File: src/rtl/data_sync_tx.sv
// rtl/data_sync_tx.sv - source-domain launcher for the multi-bit bus synchronizer
// Holds a word on unsync_bus, raises bus_enable, and runs a 4-phase req/ack handshake.
module data_sync_tx #(
  parameter int WIDTH            = 8,
  parameter int FLIP_FLOP_STAGES = 3,
  parameter int TIMEOUT          = 255
) (
  input  logic             CLK,
  input  logic             RST,
  input  logic [WIDTH-1:0] data_in,
  input  logic             data_valid,
  output logic             ready,
  output logic [WIDTH-1:0] unsync_bus,
  output logic             bus_enable,
  input  logic             dest_ack,
  output logic             tx_done,
  output logic             timeout_err
);

  typedef enum logic [1:0] {
    IDLE    = 2'd0,
    REQ     = 2'd1,
    RELEASE = 2'd2
  } state_t;

  localparam logic [15:0] CNT_LAST = (TIMEOUT == 0) ? 16'd0 : 16'(TIMEOUT - 1);

  state_t                      state, state_nx;
  logic [FLIP_FLOP_STAGES-1:0] ack_chain;
  logic                        ack_sync;
  logic [15:0]                 cnt, cnt_nx;
  logic [WIDTH-1:0]            bus_nx;
  logic                        en_nx;
  logic                        done_nx;
  logic                        to_nx;

  // dest_ack is asynchronous; only the last stage of the chain is trusted
  always_ff @(posedge CLK or negedge RST) begin
    if (!RST) begin
      ack_chain <= '0;
    end else begin
      ack_chain <= {ack_chain[FLIP_FLOP_STAGES-2:0], dest_ack};
    end
  end

  assign ack_sync = ack_chain[FLIP_FLOP_STAGES-1];
  assign ready    = (state == IDLE);

  always_ff @(posedge CLK or negedge RST) begin
    if (!RST) begin
      state       <= IDLE;
      unsync_bus  <= '0;
      bus_enable  <= 1'b0;
      cnt         <= '0;
      tx_done     <= 1'b0;
      timeout_err <= 1'b0;
    end else begin
      state       <= state_nx;
      unsync_bus  <= bus_nx;
      bus_enable  <= en_nx;
      cnt         <= cnt_nx;
      tx_done     <= done_nx;
      timeout_err <= to_nx;
    end
  end

  always_comb begin
    state_nx = state;
    bus_nx   = unsync_bus;
    en_nx    = bus_enable;
    cnt_nx   = cnt;
    done_nx  = 1'b0;
    to_nx    = 1'b0;
    case (state)
      IDLE: begin
        if (data_valid) begin
          bus_nx   = data_in;
          en_nx    = 1'b1;
          cnt_nx   = '0;
          state_nx = REQ;
        end
      end
      REQ: begin
        // ack takes priority over a timeout landing on the same cycle
        if (ack_sync) begin
          en_nx    = 1'b0;
          done_nx  = 1'b1;
          state_nx = RELEASE;
        end else if ((TIMEOUT != 0) && (cnt == CNT_LAST)) begin
          en_nx    = 1'b0;
          to_nx    = 1'b1;
          state_nx = RELEASE;
        end else begin
          cnt_nx = cnt + 16'd1;
        end
      end
      RELEASE: begin
        en_nx = 1'b0;
        if (!ack_sync) begin
          state_nx = IDLE;
        end
      end
      default: begin
        en_nx    = 1'b0;
        state_nx = IDLE;
      end
    endcase
  end

endmodule

File: config.mk
export PLATFORM = sky130hd
export DESIGN_NAME = data_sync_tx
export DESIGN_NICKNAME = d
export VERILOG_FILES = /design/src/rtl/data_sync_tx.sv
export SDC_FILE = /design/constraint.sdc
export NUM_CORES = 1
export LEC_CHECK = 0
export CORE_MARGIN = 2
export CORE_UTILIZATION = 52
export CTS_CLUSTER_SIZE = 40
export DETAILED_ROUTE_END_ITERATION = 10
export GPL_ROUTABILITY_DRIVEN = 0
export GPL_TIMING_DRIVEN = 0
export MAX_ROUTING_LAYER = met4
export PLACE_DENSITY = 0.8
export SYNTH_ARGS = -nofsm -noshare
export SYNTH_HDL_FRONTEND = slang
export SYNTH_SLANG_ARGS = --single-unit
File: constraint.sdc
create_clock -name CLK -period 2.4 [get_ports CLK]
set_clock_uncertainty 0.1 [all_clocks]
set_input_delay 0.36 -clock CLK [delete_from_list [all_inputs] [get_ports CLK]]
set_output_delay 0.36 -clock CLK [all_outputs]
set_load 0.01 [all_outputs]
==> results of run 1 <==
==> repair_timing <==
action,CTS,global route
hold buffers,0,1
setup endpoints to repair,0,0
resized for setup,0,0
endpoints found under the hold margin,0,17
==> layout make-up <==
class / instances / area share [%]
sequential: 32 / 44.0
clock inverter: 3 / 2.34
clock buffer: 5 / 2.06
buffer: 4 / 1.38
multi-input combinational: 90 / 34.7
inverter: 2 / 0.413
tap: 31 / 2.13
timing repair buffer: 24 / 12.9
==> flip-flops by register name, summed over array words and instances, names as in the netlist <==
name / count
cnt: 16
unsync_bus: 8
ack_chain: 3
state: 2
bus_enable: 1
timeout_err: 1
tx_done: 1
==> layer usage <==
| layer | up-vias | GRT usage (%) |
|---|---|---|
| met3 | 8 | 4.99 |
| met1 | 548 | 24.8 |
| met5 | - | - |
| li1 | 526 | - |
| met2 | 34 | 31.2 |
| met4 | 0 | 12.0 |
==> cell families (layout without fill, tap and decap cells) <==
logic type	after synthesis	count (layout)	synth area share, %
adders and majority gates	2	2	1.71
muxes	16	16	11.6
DFF	32	32	54.7
and+or+nand+nor	50	50	19.6
buffers and inverters	6	38	2.22
AOI/OAI and AO/OA	22	22	10.2
==> stage by stage <==
stage | total power [mW] | std cells | cell area, um2 | utilization [%]
2_1_floorplan | 1.10 | 128 | 1470 | -
3_3_place_gp | 1.39 | 182 | 1730 | 64.0
3_5_place_dp | 1.41 | 182 | 1730 | 64.0
4_1_cts | 1.82 | 190 | 1810 | 66.9
5_1_grt | 1.91 | 191 | 1820 | 67.1
6_report | 1.80 | 191 | 1820 | 67.1
==> synth_stat cells (all sizes together) <==
library cell	count
ha	2
o21ai	8
nand2b	2
nor3b	1
a31o	2
nor2b	1
inv	2
nand4	5
buf	3
nor4bb	1
a41oi	1
mux2i	8
nor3	1
o31ai	2
clkbuf	1
nor2	5
nand3	2
and2	3
o311ai	1
a21boi	1
dfrtp	32
a31oi	5
a21oi	2
nand2	20
nor4b	2
and3	5
mux2	8
and4	2
==> worst max path at each step <==
stage / start / endpoint / slack (ps) / cells past startpoint
final: cnt[0] / cnt[5] / 360 / 8
after detailed placement: RST / ack_chain[1] / 290 / 1
after global placement: RST / unsync_bus[5] / 330 / 1
after floorplan: cnt[0] / cnt[5] / 630 / 8
after CTS: cnt[0] / cnt[5] / 370 / 8
after global routing: cnt[0] / cnt[5] / 150 / 8
==> power groups by stage <==
stage	Combinational [mW]	Clock, mW	Sequential, mW
global route	0.685	0.439	0.790
detailed placement	0.628	0	0.780
finish	0.626	0.403	0.773
global placement	0.619	0	0.771
floorplan	0.301	0	0.800
CTS	0.634	0.414	0.771
==> critical path: stages, from the launching register on <==
cell	delay [ps]
dfrtp_1	430
inv_1	110
ha_1	150
nor4b_2	280
nand4_1	230
a21boi_2	250
inv_2	100
a41oi_1	210
nor2_1	70
==> flow_summary.toml, run 1 <==
[yosys]
avgSynthCellArea_um2 = 11.4
synthDistinctLibCells = 33
ys_seq_elements = 32
yosysSeqAreaShare_pct = 54.7
yosysWarnings = 0
synth.largest_area_cell = "dfrtp_1"
syn-cell-area_mm2 = 0.00147
postSynthCellCount = 128
synth_area_leaders = "dfrtp_1, mux2_2, mux2i_1"
syn-num-nets = 142
synth_top_area_share_pct = 54.7

[placement]
dp_hpwl_um = 2040
port_buffers = 23
dp_worst_setup_slack_ps = 293

[worst_setup_path]
endpoint_kind = "flop"
crit_required_ps = 2530
r2r_end = "cnt[5]"
worstPathMaxFanout = 5
rr_startpoint = "cnt[0]"
startpoint_type = "flop"
r2r_cells = 8
r2r_setup_slack_ps = 360
worst_ep_arrival_time_ps = 2170
critical_path_class = "reg2reg"

[sta]
final_hold_viol_count = 0
finalCritPeriodShare_pct = 85.1
setup_viol = 0
max_freq_mhz = 489
maxSlewViolCount = 0
rsz0062_at_grt = "false"
relSlewSlack_pct = 55.0
fin_crit_ps = 2040
fin_ws_ps = 357
tns_ps = 0
hold_ws_ps = 249
worst_slew_pin_slew_ps = 675

[final_layout]
num_antenna_cells = 0
nFillCells = 221
layout-drive-gt1-share_pct = 16.9
final_common_cell = "dfrtp_1"
multi_input_area_um2 = 632
syn_to_final_growth_pct = 24.2
final_nets = 173
final_cell_mix = "dfrtp_1, clkdlybuf4s50_1, nand2_1"
regArea_um2 = 801

[power]
p_seq_share_pct = 42.9
combPwrFrac_pct = 34.7
swShare_pct = 32.2
p_int_mw = 1.22
power_frac_clock_pct = 22.4
ir_worst_vdd_mv = 0.899
p_per_area_mw_per_mm2 = 991
p_leak_nw = 0.816
p_switching_mw = 0.581

[clock_network]
cts-buffers-inserted = 5
clk_latency_ps = 340
cts_sinks = 32
cts_tree = "done"
post_cts.repair.setup_buffers = 0
cts_root_buffer = "clkbuf_4"
ctsHtreeMaxLevel = 2
clk_pin_slew_worst_paths_ps = 100
clockBufferDepth = 2

[route]
met1_length_um = 1300
wl_um = 2850
wl_met2_um = 1340
drc = 0
highest_layer = "met4"
drt_iter0_drc = 43
wl_met3_um = 135
drtAntennaViolNets = 0
vias = 1116
vias_per_cell = 5.84
first_pass_iters = 4
wl_per_cell_um = 14.9

[floorplanning]
coreArea_mm2 = 0.00271
die_w_um = 57.1
die-area_mm2 = 0.00326
core.rowCount = 19
io_pins = 24
initial_core_util_pct = 54.1
die_y_um = 57.1

[global_route]
grtUsageTotal_pct = 20.5
grt_start_max_net_pins = 33
grt_pass1_wl_um = 4890
grt_overflow = 0
antenna_found_initial = 0
first_global_vias = 1123

[run_status]
outcome = "finished clean"

[worst_hold_path]
hold_end = "ack_chain[2]"
hp-start = "ack_chain[1]"
min_path_cells = 0
hold_path.class = "reg2reg"

[flow_run]
cap_violations = 0
Power figures use the tool's default switching activity.
==> run 2: changes to the inputs <==
--- a/config.mk
+++ b/config.mk
@@ -6,13 +6,13 @@
 export NUM_CORES = 1
 export LEC_CHECK = 0
 export CORE_MARGIN = 2
-export CORE_UTILIZATION = 52
+export CORE_UTILIZATION = 56
 export CTS_CLUSTER_SIZE = 40
 export DETAILED_ROUTE_END_ITERATION = 10
 export GPL_ROUTABILITY_DRIVEN = 0
 export GPL_TIMING_DRIVEN = 0
 export MAX_ROUTING_LAYER = met4
-export PLACE_DENSITY = 0.8
+export PLACE_DENSITY = 0.85
 export SYNTH_ARGS = -nofsm -noshare
 export SYNTH_HDL_FRONTEND = slang
 export SYNTH_SLANG_ARGS = --single-unit
==> constraint.sdc (replaced) <==
create_clock -name CLK -period 2.38 [get_ports CLK]
set_clock_uncertainty 0.1 [all_clocks]
set_input_delay 0.357 -clock CLK [delete_from_list [all_inputs] [get_ports CLK]]
set_output_delay 0.357 -clock CLK [all_outputs]
set_load 0.01 [all_outputs]
==> flow_summary.toml, run 2 (synthesis gave the netlist of run 1 again) <==
[final_layout]
largest_register_ff_count = 16
top_register = "cnt"
layout-drive-gt1-share_pct = 15.8
syn_to_final_growth_pct = 21.1
reg.largest.list = "cnt (16), unsync_bus (8), ack_chain (3)"
final_cell_mix = "dfrtp_1, clkdlybuf4s50_1, nand2_1"
final_nets = 172
num_antenna_cells = 0
utilization_pct = 71.6
nFillCells = 183
final_common_cell = "dfrtp_1"

[clock_network]
cts_sinks = 32
cts_tree = "done"
cts-buffers-inserted = 5
clockBufferDepth = 2
cts_root_buffer = "clkbuf_4"
ctsHtreeMaxLevel = 2
post_cts.repair.setup_buffers = 0
clk_latency_ps = 330
ctsHoldBuffers = 0
clk_pin_slew_worst_paths_ps = 90
cts-resized-gates = 0

[sta]
relSlewSlack_pct = 53.7
fin_crit_ps = 2080
final_hold_viol_count = 32
rsz0062_at_grt = "false"
tns_ps = 0
hold_ws_ps = -42.9
setup_viol = 0
max_freq_mhz = 481
finalCritPeriodShare_pct = 87.3
worst_slew_pin_slew_ps = 694
maxSlewViolCount = 0

[power]
power_frac_clock_pct = 16.5
combPwrFrac_pct = 37.9
p_leak_nw = 0.799
p_int_mw = 1.12
swShare_pct = 34.3
ir_worst_vdd_mv = 0.731
p_switching_mw = 0.586
p_seq_share_pct = 45.6
p_per_area_mw_per_mm2 = 963

[global_route]
antenna_found_initial = 0
first_global_vias = 1085
grt_pass1_wl_um = 4890
grt_start_max_net_pins = 33
grt_overflow = 0
grtUsageTotal_pct = 25.0

[placement]
port_buffers = 23
dp_hpwl_um = 2270

[floorplanning]
die-area_mm2 = 0.00304
coreArea_mm2 = 0.00248
initial_core_util_pct = 59.1
io_pins = 24
core.rowCount = 18
die_w_um = 55.2
die_y_um = 55.2

[worst_setup_path]
worst_ep_arrival_time_ps = 2200
r2r_setup_slack_ps = 300
rr_startpoint = "cnt[0]"
endpoint_kind = "flop"
critical_path_class = "reg2reg"
startpoint_type = "flop"
worstPathMaxFanout = 5
crit_required_ps = 2500
r2r_cells = 8
r2r_end = "cnt[5]"

[route]
wl_per_cell_um = 16.7
drc = 0
vias = 1147
first_pass_iters = 4
drt_iter0_drc = 35
vias_per_cell = 6.10
wl_um = 3130
drtAntennaViolNets = 0

[worst_hold_path]
hold_path.class = "in2async"

[run_status]
violations = "negative hold slack"
outcome = "finished with violations"

[flow_run]
cap_violations = 0
run 2: metal layers:
metal	global-route usage, %	wire [um]	vias to the layer above
li1	-	-	523
met1	26.9	1230	560
met2	40.9	1560	54
met3	8.60	261	10
met4	12.6	85	0
met5	-	0	-
run 2: critical path, cell delays in order (launching register included):
cell	delay, ps
dfrtp_1	430
inv_1	120
ha_1	150
nor4b_2	300
nand4_1	230
a21boi_2	260
inv_2	110
a41oi_1	210
nor2_1	70
run 2: area by class of cell:
cell class	instances	area [um2]	share of cell area, %
Buffer	4	25.0	1.41
Clock buffer	6	41.3	2.33
Clock inverter	1	5.00	0.282
Inverter	2	7.51	0.423
Multi-Input combinational cell	90	632	35.6
Sequential cell	32	801	45.1
Tap cell	30	37.5	2.12
Timing Repair Buffer	23	225	12.7
run 2: through the flow:
| stage | instance area [um2] | cells | power [mW] | setup slack [ps] |
|---|---|---|---|---|
| after floorplan | 1470 | 128 | 1.11 | 611 |
| after global placement | 1730 | 181 | 1.40 | 327 |
| after detailed placement | 1730 | 181 | 1.44 | 272 |
| after CTS | 1780 | 188 | 1.72 | 326 |
| after global routing | 1770 | 188 | 1.81 | 167 |
| final | 1770 | 188 | 1.71 | 303 |
run 2: how the worst max path moves through the flow:
| stage | from | end | slack [ps] | cells after the start |
|---|---|---|---|---|
| 6_report | cnt[0] | cnt[5] | 300 | 8 |
| 5_1_grt | cnt[0] | cnt[5] | 170 | 8 |
| 4_1_cts | cnt[0] | cnt[5] | 330 | 8 |
| 3_5_place_dp | RST | unsync_bus[3] | 270 | 1 |
| 3_3_place_gp | RST | unsync_bus[2] | 330 | 1 |
| 2_1_floorplan | cnt[0] | cnt[5] | 610 | 8 |
run 2: power groups by stage:
stage / registers, mW / clock network (mW) / logic (mW)
after global routing: 0.794 / 0.310 / 0.703
after detailed placement: 0.791 / 0 / 0.646
after floorplan: 0.807 / 0 / 0.303
after global placement: 0.776 / 0 / 0.623
final: 0.780 / 0.281 / 0.648
after CTS: 0.779 / 0.289 / 0.652
